<file path="config.mk">
export PLATFORM = sky130hd
export DESIGN_NAME = ppu_sprite_eval_fsm
export DESIGN_NICKNAME = d
export VERILOG_FILES = /design/src/rtl/ppu_sprite_pkg.sv /design/src/rtl/ppu_sprite_slot_bank.sv /design/src/rtl/ppu_sprite_eval_fsm.sv
export SDC_FILE = /design/constraint.sdc
export NUM_CORES = 1
export LEC_CHECK = 0
export ABC_AREA = 1
export BUFFER_PORTS_ARGS = -buffer_cell sky130_fd_sc_hd__buf_2
export CAP_MARGIN = 25
export CELL_PAD_IN_SITES_DETAIL_PLACEMENT = 1
export CELL_PAD_IN_SITES_GLOBAL_PLACEMENT = 1
export CORE_ASPECT_RATIO = 0.75
export CORE_UTILIZATION = 47
export DETAILED_ROUTE_END_ITERATION = 10
export PLACE_DENSITY_LB_ADDON = 0.05
export RECOVER_POWER = 50
export SLEW_MARGIN = 5
export SYNTH_ARGS = -nofsm -noshare
export SYNTH_HDL_FRONTEND = slang
export SYNTH_HIERARCHICAL = 1
export SYNTH_SLANG_ARGS = --single-unit
</file>
<file path="constraint.sdc">
create_clock -name clk -period 3.6 [get_ports clk]
set_input_delay 0.72 -clock clk [delete_from_list [all_inputs] [get_ports clk]]
set_output_delay 0.72 -clock clk [all_outputs]
set_load 0.005 [all_outputs]
</file>
<file path="src/rtl/ppu_sprite_pkg.sv">
`default_nettype none
// ============================================================================
// Module      : ppu_sprite_pkg
// Description : Shared types and constants for the per-scanline sprite
//               evaluator: sprite record, FSM state encoding, OAM geometry.
// Revision    : 1.0 - initial release
// ============================================================================
package ppu_sprite_pkg;

    localparam int SPRITE_BYTES = 4;
    localparam int ROWS_8       = 8;
    localparam int ROWS_16      = 16;

    typedef struct packed {
        logic [7:0] y;
        logic [7:0] tile;
        logic [7:0] attr;
        logic [7:0] x;
        logic       valid;
        logic       is_0;
    } sprite_t;

    typedef enum logic [2:0] {
        S_IDLE      = 3'd0,
        S_ISSUE     = 3'd1,
        S_CHECK     = 3'd2,
        S_COPY      = 3'd3,
        S_OVF_ISSUE = 3'd4,
        S_OVF_CHECK = 3'd5,
        S_DONE      = 3'd6
    } state_t;

    // Contents of an empty slot: Y parked off-screen, nothing valid.
    localparam sprite_t SPRITE_CLEAR = '{y: 8'hFF, tile: 8'h00, attr: 8'h00,
                                         x: 8'h00, valid: 1'b0, is_0: 1'b0};

endpackage
`default_nettype wire

</file>
<file path="src/rtl/ppu_sprite_slot_bank.sv">
`default_nettype none
// ============================================================================
// Module      : ppu_sprite_slot_bank
// Description : Double-buffered secondary sprite store. The evaluator writes
//               the back bank byte by byte; the renderer reads the front bank
//               through a registered indexed port. swap exchanges the banks.
// Revision    : 1.0 - initial release
// ============================================================================
module ppu_sprite_slot_bank
    import ppu_sprite_pkg::*;
#(
    parameter int NUM_SLOTS = 8,
    parameter int SLOT_W    = $clog2(NUM_SLOTS)
) (
    input  logic              clk,
    input  logic              rst,
    input  logic              clr,
    input  logic              wr_en,
    input  logic [SLOT_W-1:0] wr_idx,
    input  logic [1:0]        wr_byte,
    input  logic [7:0]        wr_data,
    input  logic              wr_is_0,
    input  logic              swap,
    input  logic [SLOT_W-1:0] rd_sel,
    output sprite_t           rd_data
);

    sprite_t r_bank [2][NUM_SLOTS];
    sprite_t r_rd;
    logic    r_front;
    logic    w_back;

    assign w_back  = ~r_front;
    assign rd_data = r_rd;

    // Bank storage: clear/write target the back bank, swap flips ownership.
    always_ff @(posedge clk or negedge rst) begin
        if (!rst) begin
            r_front <= 1'b0;
            for (int b = 0; b < 2; b++) begin
                for (int i = 0; i < NUM_SLOTS; i++) begin
                    r_bank[b][i] <= SPRITE_CLEAR;
                end
            end
        end else begin
            if (swap) begin
                r_front <= ~r_front;
            end
            if (clr) begin
                for (int i = 0; i < NUM_SLOTS; i++) begin
                    r_bank[w_back][i] <= SPRITE_CLEAR;
                end
            end
            if (wr_en) begin
                case (wr_byte)
                    2'd0: begin
                        r_bank[w_back][wr_idx].y     <= wr_data;
                        r_bank[w_back][wr_idx].valid <= 1'b1;
                        r_bank[w_back][wr_idx].is_0  <= wr_is_0;
                    end
                    2'd1:    r_bank[w_back][wr_idx].tile <= wr_data;
                    2'd2:    r_bank[w_back][wr_idx].attr <= wr_data;
                    default: r_bank[w_back][wr_idx].x    <= wr_data;
                endcase
            end
        end
    end

    // Registered renderer read port on the front bank.
    always_ff @(posedge clk or negedge rst) begin
        if (!rst) begin
            r_rd <= SPRITE_CLEAR;
        end else begin
            r_rd <= r_bank[r_front][rd_sel];
        end
    end

endmodule
`default_nettype wire

</file>
<file path="src/rtl/ppu_sprite_eval_fsm.sv">
`default_nettype none
// ============================================================================
// Module      : ppu_sprite_eval_fsm
// Description : Per-scanline sprite evaluator. Scans primary OAM, copies up to
//               NUM_SLOTS sprites covering the latched row into the back bank
//               of a double-buffered store and reports sprite overflow.
//               Optional macro PPU_SPRITE_OVF_BUG_EN reproduces the 2C02
//               diagonal overflow scan (byte offset m advancing on misses).
// Revision    : 1.0 - initial release
// ============================================================================
module ppu_sprite_eval_fsm
    import ppu_sprite_pkg::*;
#(
    parameter int NUM_SLOTS = 8,
    parameter int NUM_OAM   = 64,
    parameter int SLOT_W    = $clog2(NUM_SLOTS)
) (
    input  logic              clk,
    input  logic              rst,
    output logic [7:0]        spram_addr,
    input  logic [7:0]        spram_data_in,
    input  logic [7:0]        cpu_sprite_addr,
    input  logic [8:0]        curr_row,
    input  logic              sprite_size,
    input  logic              start,
    output logic              busy,
    output logic              done,
    input  logic [SLOT_W-1:0] slot_sel,
    output logic              slot_valid,
    output logic [7:0]        slot_y,
    output logic [7:0]        slot_tile,
    output logic [7:0]        slot_attr,
    output logic [7:0]        slot_x,
    output logic              slot_is_0,
    output logic [SLOT_W:0]   sprite_count,
    output logic              sprite_overflow,
    output logic              sprite0_on_line
);

    localparam int c_n_w = $clog2(NUM_OAM + 1);

    state_t            r_state, w_next;
    logic [c_n_w-1:0]  r_n;
    logic [SLOT_W:0]   r_hits;
    logic [1:0]        r_copy;
    logic [8:0]        r_row;
    logic              r_size;
    logic [7:0]        r_base;
    logic              r_ovf;
    logic              r_s0;
`ifdef PPU_SPRITE_OVF_BUG_EN
    logic [1:0]        r_m;
`endif

    logic [1:0] w_off;
    logic [7:0] w_addr;
    logic [8:0] w_diff;
    logic       w_hit, w_full, w_last;
    logic       w_clr, w_wr_en, w_swap;
    logic [1:0] w_wr_byte;
    sprite_t    w_rd;

    // Row coverage test in 9-bit unsigned arithmetic.
    assign w_diff = r_row - {1'b0, spram_data_in};
    assign w_hit  = (r_row >= {1'b0, spram_data_in}) &&
                    (w_diff < (r_size ? 9'(ROWS_16) : 9'(ROWS_8)));
    assign w_full = (r_hits == (SLOT_W+1)'(NUM_SLOTS));
    assign w_last = (r_n == c_n_w'(NUM_OAM - 1));

    // OAM address wraps modulo 256 from any (possibly misaligned) base.
    assign w_addr     = r_base + 8'(r_n * SPRITE_BYTES) + {6'd0, w_off};
    assign spram_addr = (r_state == S_IDLE) ? 8'h00 : w_addr;
    assign busy       = (r_state != S_IDLE);
    assign done       = (r_state == S_DONE);

    assign slot_valid = w_rd.valid;
    assign slot_y     = w_rd.y;
    assign slot_tile  = w_rd.tile;
    assign slot_attr  = w_rd.attr;
    assign slot_x     = w_rd.x;
    assign slot_is_0  = w_rd.is_0;

    // State register.
    always_ff @(posedge clk or negedge rst) begin
        if (!rst) begin
            r_state <= S_IDLE;
        end else begin
            r_state <= w_next;
        end
    end

    // Next-state, address offset and slot-bank control strobes.
    always_comb begin
        w_next    = r_state;
        w_off     = 2'd0;
        w_clr     = 1'b0;
        w_wr_en   = 1'b0;
        w_wr_byte = 2'd0;
        w_swap    = 1'b0;
        case (r_state)
            S_IDLE: begin
                if (start) begin
                    w_clr  = 1'b1;
                    w_next = S_ISSUE;
                end
            end
            S_ISSUE: begin
                w_next = S_CHECK;
            end
            S_CHECK: begin
                w_off = 2'd1;
                if (w_hit && w_full) begin
                    w_next = S_OVF_ISSUE;
                end else if (w_hit) begin
                    w_wr_en = 1'b1;
                    w_next  = S_COPY;
                end else begin
                    w_next = w_last ? S_DONE : S_ISSUE;
                end
            end
            S_COPY: begin
                // Byte k+1 arrives while byte k+2 is being addressed.
                w_off     = r_copy + 2'd2;
                w_wr_en   = 1'b1;
                w_wr_byte = r_copy + 2'd1;
                if (r_copy == 2'd2) begin
                    if (w_last) begin
                        w_next = S_DONE;
                    end else if (r_hits == (SLOT_W+1)'(NUM_SLOTS - 1)) begin
                        w_next = S_OVF_ISSUE;
                    end else begin
                        w_next = S_ISSUE;
                    end
                end
            end
            S_OVF_ISSUE: begin
`ifdef PPU_SPRITE_OVF_BUG_EN
                w_off = r_m;
`else
                w_off = 2'd0;
`endif
                w_next = S_OVF_CHECK;
            end
            S_OVF_CHECK: begin
                if (w_hit || w_last) begin
                    w_next = S_DONE;
                end else begin
                    w_next = S_OVF_ISSUE;
                end
            end
            S_DONE: begin
                w_swap = 1'b1;
                w_next = S_IDLE;
            end
            default: w_next = S_IDLE;
        endcase
    end

    // Scan counters, latched evaluation context and published line results.
    always_ff @(posedge clk or negedge rst) begin
        if (!rst) begin
            r_n             <= '0;
            r_hits          <= '0;
            r_copy          <= 2'd0;
            r_row           <= 9'd0;
            r_size          <= 1'b0;
            r_base          <= 8'h00;
            r_ovf           <= 1'b0;
            r_s0            <= 1'b0;
            sprite_count    <= '0;
            sprite_overflow <= 1'b0;
            sprite0_on_line <= 1'b0;
`ifdef PPU_SPRITE_OVF_BUG_EN
            r_m             <= 2'd0;
`endif
        end else begin
            case (r_state)
                S_IDLE: begin
                    if (start) begin
                        r_row  <= curr_row;
                        r_size <= sprite_size;
                        r_base <= cpu_sprite_addr;
                        r_n    <= '0;
                        r_hits <= '0;
                        r_copy <= 2'd0;
                        r_ovf  <= 1'b0;
                        r_s0   <= 1'b0;
`ifdef PPU_SPRITE_OVF_BUG_EN
                        r_m    <= 2'd0;
`endif
                    end
                end
                S_CHECK: begin
                    if (w_hit && !w_full) begin
                        r_copy <= 2'd0;
                        if (r_n == '0) begin
                            r_s0 <= 1'b1;
                        end
                    end else if (!w_hit) begin
                        r_n <= r_n + 1'b1;
                    end
                end
                S_COPY: begin
                    if (r_copy == 2'd2) begin
                        r_copy <= 2'd0;
                        r_hits <= r_hits + 1'b1;
                        r_n    <= r_n + 1'b1;
                    end else begin
                        r_copy <= r_copy + 2'd1;
                    end
                end
                S_OVF_CHECK: begin
                    if (w_hit) begin
                        r_ovf <= 1'b1;
                    end else begin
                        r_n <= r_n + 1'b1;
`ifdef PPU_SPRITE_OVF_BUG_EN
                        r_m <= r_m + 2'd1;
`endif
                    end
                end
                S_DONE: begin
                    sprite_count    <= r_hits;
                    sprite_overflow <= r_ovf;
                    sprite0_on_line <= r_s0;
                end
                default: ;
            endcase
        end
    end

    ppu_sprite_slot_bank #(
        .NUM_SLOTS (NUM_SLOTS),
        .SLOT_W    (SLOT_W)
    ) u_bank (
        .clk     (clk),
        .rst     (rst),
        .clr     (w_clr),
        .wr_en   (w_wr_en),
        .wr_idx  (r_hits[SLOT_W-1:0]),
        .wr_byte (w_wr_byte),
        .wr_data (spram_data_in),
        .wr_is_0 (r_n == '0),
        .swap    (w_swap),
        .rd_sel  (slot_sel),
        .rd_data (w_rd)
    );

endmodule
`default_nettype wire
</file>
* After elaboration in Yosys (flattened, before gate mapping)
Cells that the tools add are included.
** Word-level totals
- Flip-flop bits (word level) :: 621
- Word-level logic and storage cells :: 292
** Cells by class
- Mux-type cells :: 92
- Equality and inequality tests :: 18
- Reductions and logical operators :: 23
- $add $sub $neg :: 7
- Magnitude comparators :: 8
- Bitwise gates (word level) :: 29
** Operators with widths (number)
- $demux W272 S1 :: 14
- $and A416 B416 Y416 :: 8
- $not A416 Y416 :: 8
- $bwmux W544 :: 6
- $mux W272 :: 10
- $pmux W544 S3 :: 1
- $mux W544 :: 2
- $or A128 B128 Y128 :: 8
- $demux W34 S3 :: 6
- $mux W238 :: 1
- $mux W204 :: 1
- $mux W170 :: 1
- $mux W136 :: 1
- $mux W34 :: 4
- $bmux W34 S3 :: 1
- $mux W102 :: 1
- $mux W68 :: 1
- $mux W7 :: 4
- $pmux W7 S4 :: 1
- $mux W26 :: 1
- $mux W3 :: 7
- $mux W18 :: 1
- $pmux W3 S6 :: 1
- $mux W2 :: 6
- 47 further kinds :: 82

* Logic depth before layout (Yosys ltp)
- Depth in word-level cells :: 21
- Gate-level depth with buffers :: 22
- Mapped depth without buffers :: 20

* Hierarchy
Netlist, hierarchy kept.
** Modules (own cells, without submodules)
- ppu_sprite_slot_bank :: area an instance 30225.2 um2, instances 1, seq. area each 14659.1 um2, cells each 4167
- ppu_sprite_eval_fsm :: area an instance 2939.1 um2, instances 1, seq. area each 1051.0 um2, cells each 393

* Worst setup path before layout
OpenSTA, ideal clock, no wires.
- Path type :: input to register
- Start point :: input spram_data_in[3]
- End point :: register u_bank/r_bank[410] (netlist bit)
- Setup slack :: 0.072 ns
- Setup time :: 0.131 ns
- Data required time :: 3.469 ns
- Buffers on the path :: 2
- Arrival time :: 3.397 ns
- Stages :: 18
- Cell sequence :: inv_1 ha_1 nand2_1 inv_1 nand2_1 nand2_2 xor2_1 ha_1 a21oi_2 nand4_1 o21ai_0 buf_2 inv_1 nor2_2 inv_1 nor2_2 clkbuf_1 o21ai_0
** Between the ends
- Longest elaborated chain between the ends :: 7
- Elaborated cells between the ends (all ways) :: 9
- Classes of those cells :: add/sub (1); order compare (2); mux (4); reduce/logical (2)
** RTL lines
- from (decl) :: RTL line ppu_sprite_eval_fsm.sv:21 : input logic [7:0] spram_data_in,
- $sub A9 B8 Y9 :: RTL line ppu_sprite_eval_fsm.sv:64 : assign w_diff = r_row - {1'b0, spram_data_in};
- $lt A9 B5 Y1 :: RTL line ppu_sprite_eval_fsm.sv:66 : (w_diff < (r_size ? 9'(ROWS_16) : 9'(ROWS_8)));
- $logic_and A1 B1 Y1 * :: RTL line ppu_sprite_eval_fsm.sv:65 : assign w_hit = (r_row >= {1'b0, spram_data_in}) &&
- $mux W1 / $logic_and A1 B1 Y1 (equally long branches) :: RTL line ppu_sprite_eval_fsm.sv:114, ppu_sprite_eval_fsm.sv:112
- $mux W1 * :: RTL line ppu_sprite_eval_fsm.sv:112 : if (w_hit && w_full) begin
- $pmux W1 S2 * :: RTL line ppu_sprite_eval_fsm.sv:100 : case (r_state)
- via w_wr_en :: RTL line ppu_sprite_eval_fsm.sv:59 : logic w_clr, w_wr_en, w_swap;
- $mux W544 * :: RTL line ppu_sprite_slot_bank.sv:54 : if (wr_en) begin
- to (decl) :: RTL line ppu_sprite_slot_bank.sv:28 : sprite_t r_bank [2][NUM_SLOTS];
Mark *: on every way through the listed nets, which the timed path passes. The rest lies on a longest branch.
A chain may end at the register's enable or synchronous reset.

* Worst setup path after layout
- Start point :: register r_state[1]
- End point :: output spram_addr[6]
** Between the ends
- Longest elaborated chain between the ends :: 4
- Elaborated cells between the ends (all ways) :: 6
- Classes of those cells :: add/sub (1); eq/ne (2); mux (2); reduce/logical (1)
** RTL lines
- from (decl) :: RTL line ppu_sprite_eval_fsm.sv:42 : state_t r_state, w_next;
- from (signal assigned) :: RTL line ppu_sprite_eval_fsm.sv:88 : r_state <= w_next;
- $eq A3 B2 Y1 :: RTL line ppu_sprite_eval_fsm.sv:100
- $pmux W2 S2 :: RTL line ppu_sprite_eval_fsm.sv:100
- $add A8 B2 Y8 :: RTL line ppu_sprite_eval_fsm.sv:71 : assign w_addr = r_base + 8'(r_n * SPRITE_BYTES) + {6'd0, w_off};
- $mux W8 * :: RTL line ppu_sprite_eval_fsm.sv:72 : assign spram_addr = (r_state == S_IDLE) ? 8'h00 : w_addr;
- to (decl) :: RTL line ppu_sprite_eval_fsm.sv:20 : output logic [7:0] spram_addr,
Every way passes the cells marked *; elsewhere a longest branch is shown, timed or not.

==> reports/metrics.cfg <==
[logic_synthesis]
synth.avg_cell_area_um2=7.27
syn-instance-count=4560
synth.distinct_cells=43
netlist_area_um2=33200
synth_nets=4616
synth-seq-cells=621
ys_seq_area_frac=0.474
synth_async_sr_flop_share=1.00
ys_warn_count=6
synth-edff-count=0
ys.flop_type=dfrtp_1

[worst_setup_path]
worstPathCellList=inv_2 -> nor2_2 -> inv_2 -> nor2_4 -> inv_2 -> nor2_4 -> buf_4 -> fa_2 -> a31oi_4 -> nor2_1 -> nor2_1 -> nor2_1 -> o21a_1 -> nor3_1 -> buf_2
endpoint=spram_addr[6]
crit_start=r_state[1]
cp-start-kind=flip-flop
cp_top_family=buffers and inverters
slowest_delay_ns=0.40
cp.depth=15
rrSetupSlack_ns=0.20
critical_path_arrival_ns=2.81
cp_num_buf_inv=5
reg2reg_depth=6
cp.required_ns=2.88
slowest_stage=dfrtp_1
r2r-end=u_bank/rd_data[29]
crit_type=reg -> out
cp_max_fo=4
cp-end-kind=output port
r2r-start=u_bank/r_front

[worst_hold_path]
hold_depth=3
hold_path_class=in -> reg

[floorplan]
initial_core_util=0.480
row_count=83
die_h_um=232
ioPinCount=82
die-area_um2=71600
die_width_um=309
core-area_um2=69100

[placed_design]
port_buffers=81
dp_hpwl_um=83100
place_congestion=0.867
dp.cells=5470
dpl_worst_slack_ns=-0.185

[power]
power_mw=24.3
combPwrFrac=0.346
p_leak_nw=19.0
p_int_mw=14.8
switching_share=0.389
power_density_nw_per_um2=641
sequentialPowerShare=0.357
p_switching_mw=9.45
pwr-share-clk=0.297
ir_worst_vdd_v=0.000433

[finish]
stdcell_count=5599
fillers=8726
layout.nets=4667
ff_latch_area_um2=15700
finalCoreUtilization=0.548
drive_gt1_frac=0.149
area_delta_synth_final_pct=14.2
antennaDiodeCount=0
multi_input_area_um2=14200

[sta]
skew_ns=0.0224
max_freq_mhz=283
rsz0062_at_grt=yes
finalSetupViolCount=0
fin_tns_setup_ns=0
maxSlewHeadroom=-1.18
tightestPinTransition_ns=3.27
hold_viol=0
slew_violations=148
fin_crit_sh=0.981
finalWorstSetupSlack_ns=0.0690
period_needed_ns=3.53

[routing]
vias=32049
drc=0
first_pass_iters=6
viasPerCell=5.72
postRouteAntennaNets=0
drtIter0Drc=2858
routed_wirelength_um=130000
avgRoutedWirePerCell_um=23.1

[grt]
grt-ovfl-total=0
grt_pass1_wl_um=201000
grt_max_degree=145
grt_pass1_vias=32500
grt_use_total=0.368
antenna_found_initial=3

[run_status]
status=complete, but fails checks
violations=capacitance limit, slew limit

[clocking]
ctsHoldBuffers=0
h-tree-depth=3
cts.sinks=621
clock_latency_ns=0.64
cts-root-buf=clkbuf_16
cts_tree=yes
cts_buffer_depth=3
numCtsBuffers=69
path_clk_slew_ns=0.06

[job]
maxCapViolations=2

-- area by class of cell --
cell class | instances | share of cell area
flip-flops and latches | 621 | 0.415
clock inverters | 26 | 0.00592
inverters | 554 | 0.0553
clock buffers | 98 | 0.0533
repair buffers | 291 | 0.0657
well taps | 935 | 0.0309
multi-input cells | 3074 | 0.374
-- metrics by stage --
stage	hold WS (ns)	instance area (um^2)
after floorplan	0.424	33200
after global placement	0.458	35600
after detailed placement	0.468	35600
after CTS	0.0367	37900
after global routing	0.278	37900
final	0.288	37900
-- cells by family after synthesis --
logic type,share of synthesized area
AOI/OAI and AO/OA,0.0999
buffers and inverters,0.102
xor gates and xnor gates,0.00185
DFF,0.474
and+or+nand+nor,0.313
adders and majority gates,0.00928
-- synthesized netlist by cell type, types with 9 or more instances --
master       n  area, um^2
or2_2       73         457
inv_2       14        52.6
nor3_1       9        45.0
nor2_1     216         811
buf_1       37         139
dfrtp_1    485       12100
nand3_1    710        3550
buf_2       71         355
inv_1      534        2000
a21oi_1     66         330
nand4_1     26         163
a22oi_1     11        82.6
o211ai_1    15         113
nor2_2      15        93.8
nand2_1   1331        5000
ha_1        23         288
dfstp_2    136        3570
clkbuf_1   195         732
o21ai_0    508        2540
nand2_2     12        75.1
-- worst min-delay path by stage --
stage / to / from / slack (ns)
after floorplan: r_base[0] / rst / 0.42
after global placement: r_s0 / r_s0 / 0.46
after detailed placement: r_row[4] / r_row[4] / 0.47
after CTS: u_bank/r_bank[261] / rst / 0.04
after global routing: r_base[0] / cpu_sprite_addr[0] / 0.28
final: r_base[4] / cpu_sprite_addr[4] / 0.29
-- registers in the layout (all words and copies together), names as in the netlist, 2 cells and up --
name	cells
u_bank/rd_data	34
r_state	3
u_bank/r_bank	544
r_row	9
r_base	8
sprite_count	4
r_hits	4
r_copy	2
r_n	7
-- worst reg2reg max path, stage by stage (launching register included) --
cell and delay, ns:
dfrtp_4 0.55, clkbuf_2 1.54, o21ai_0 0.63, nand2_1 0.19, nand3_1 0.08, nand3_1 0.21, nand2_1 0.12
-- metal layers --
layer | part of all wire | GRT usage
met2 | 0.44 | 0.565
met1 | 0.45 | 0.520
met5 | 0 | 0
met4 | 0.037 | 0.130
met3 | 0.071 | 0.0674
-- cells in the final DEF (no fill, tap or decap), types with 22 or more instances in the layout --
cell,netlist,layout
a21oi_1,66,65
buf_12,0,42
buf_2,71,70
buf_4,7,161
clkbuf_1,195,24
clkbuf_16,0,71
dfrtp_1,485,482
dfstp_2,136,136
ha_1,23,22
inv_1,534,525
nand2_1,1331,1328
nand3_1,710,709
nand4_1,26,26
nor2_1,216,212
o21ai_0,508,507
or2_2,73,73
-- power groups by stage --
stage / Clock [mW] / Combinational, mW / Sequential (mW)
4_1_cts: 7.32 / 8.26 / 8.64
3_5_place_dp: 0 / 8.14 / 8.74
5_1_grt: 7.57 / 9.20 / 8.75
6_report: 7.21 / 8.40 / 8.65
3_3_place_gp: 0 / 7.91 / 8.71
2_1_floorplan: 0 / 5.09 / 8.60
-- repair_timing --
| item | CTS | global route |
|---|---|---|
| resized for setup | 8 | 8 |
| pin swaps | 2 | 4 |
| setup buffers | 4 | 1 |
| cloned | 0 | 0 |
| setup endpoints to repair | 3 | 2 |
Power figures use the tool's default switching activity.
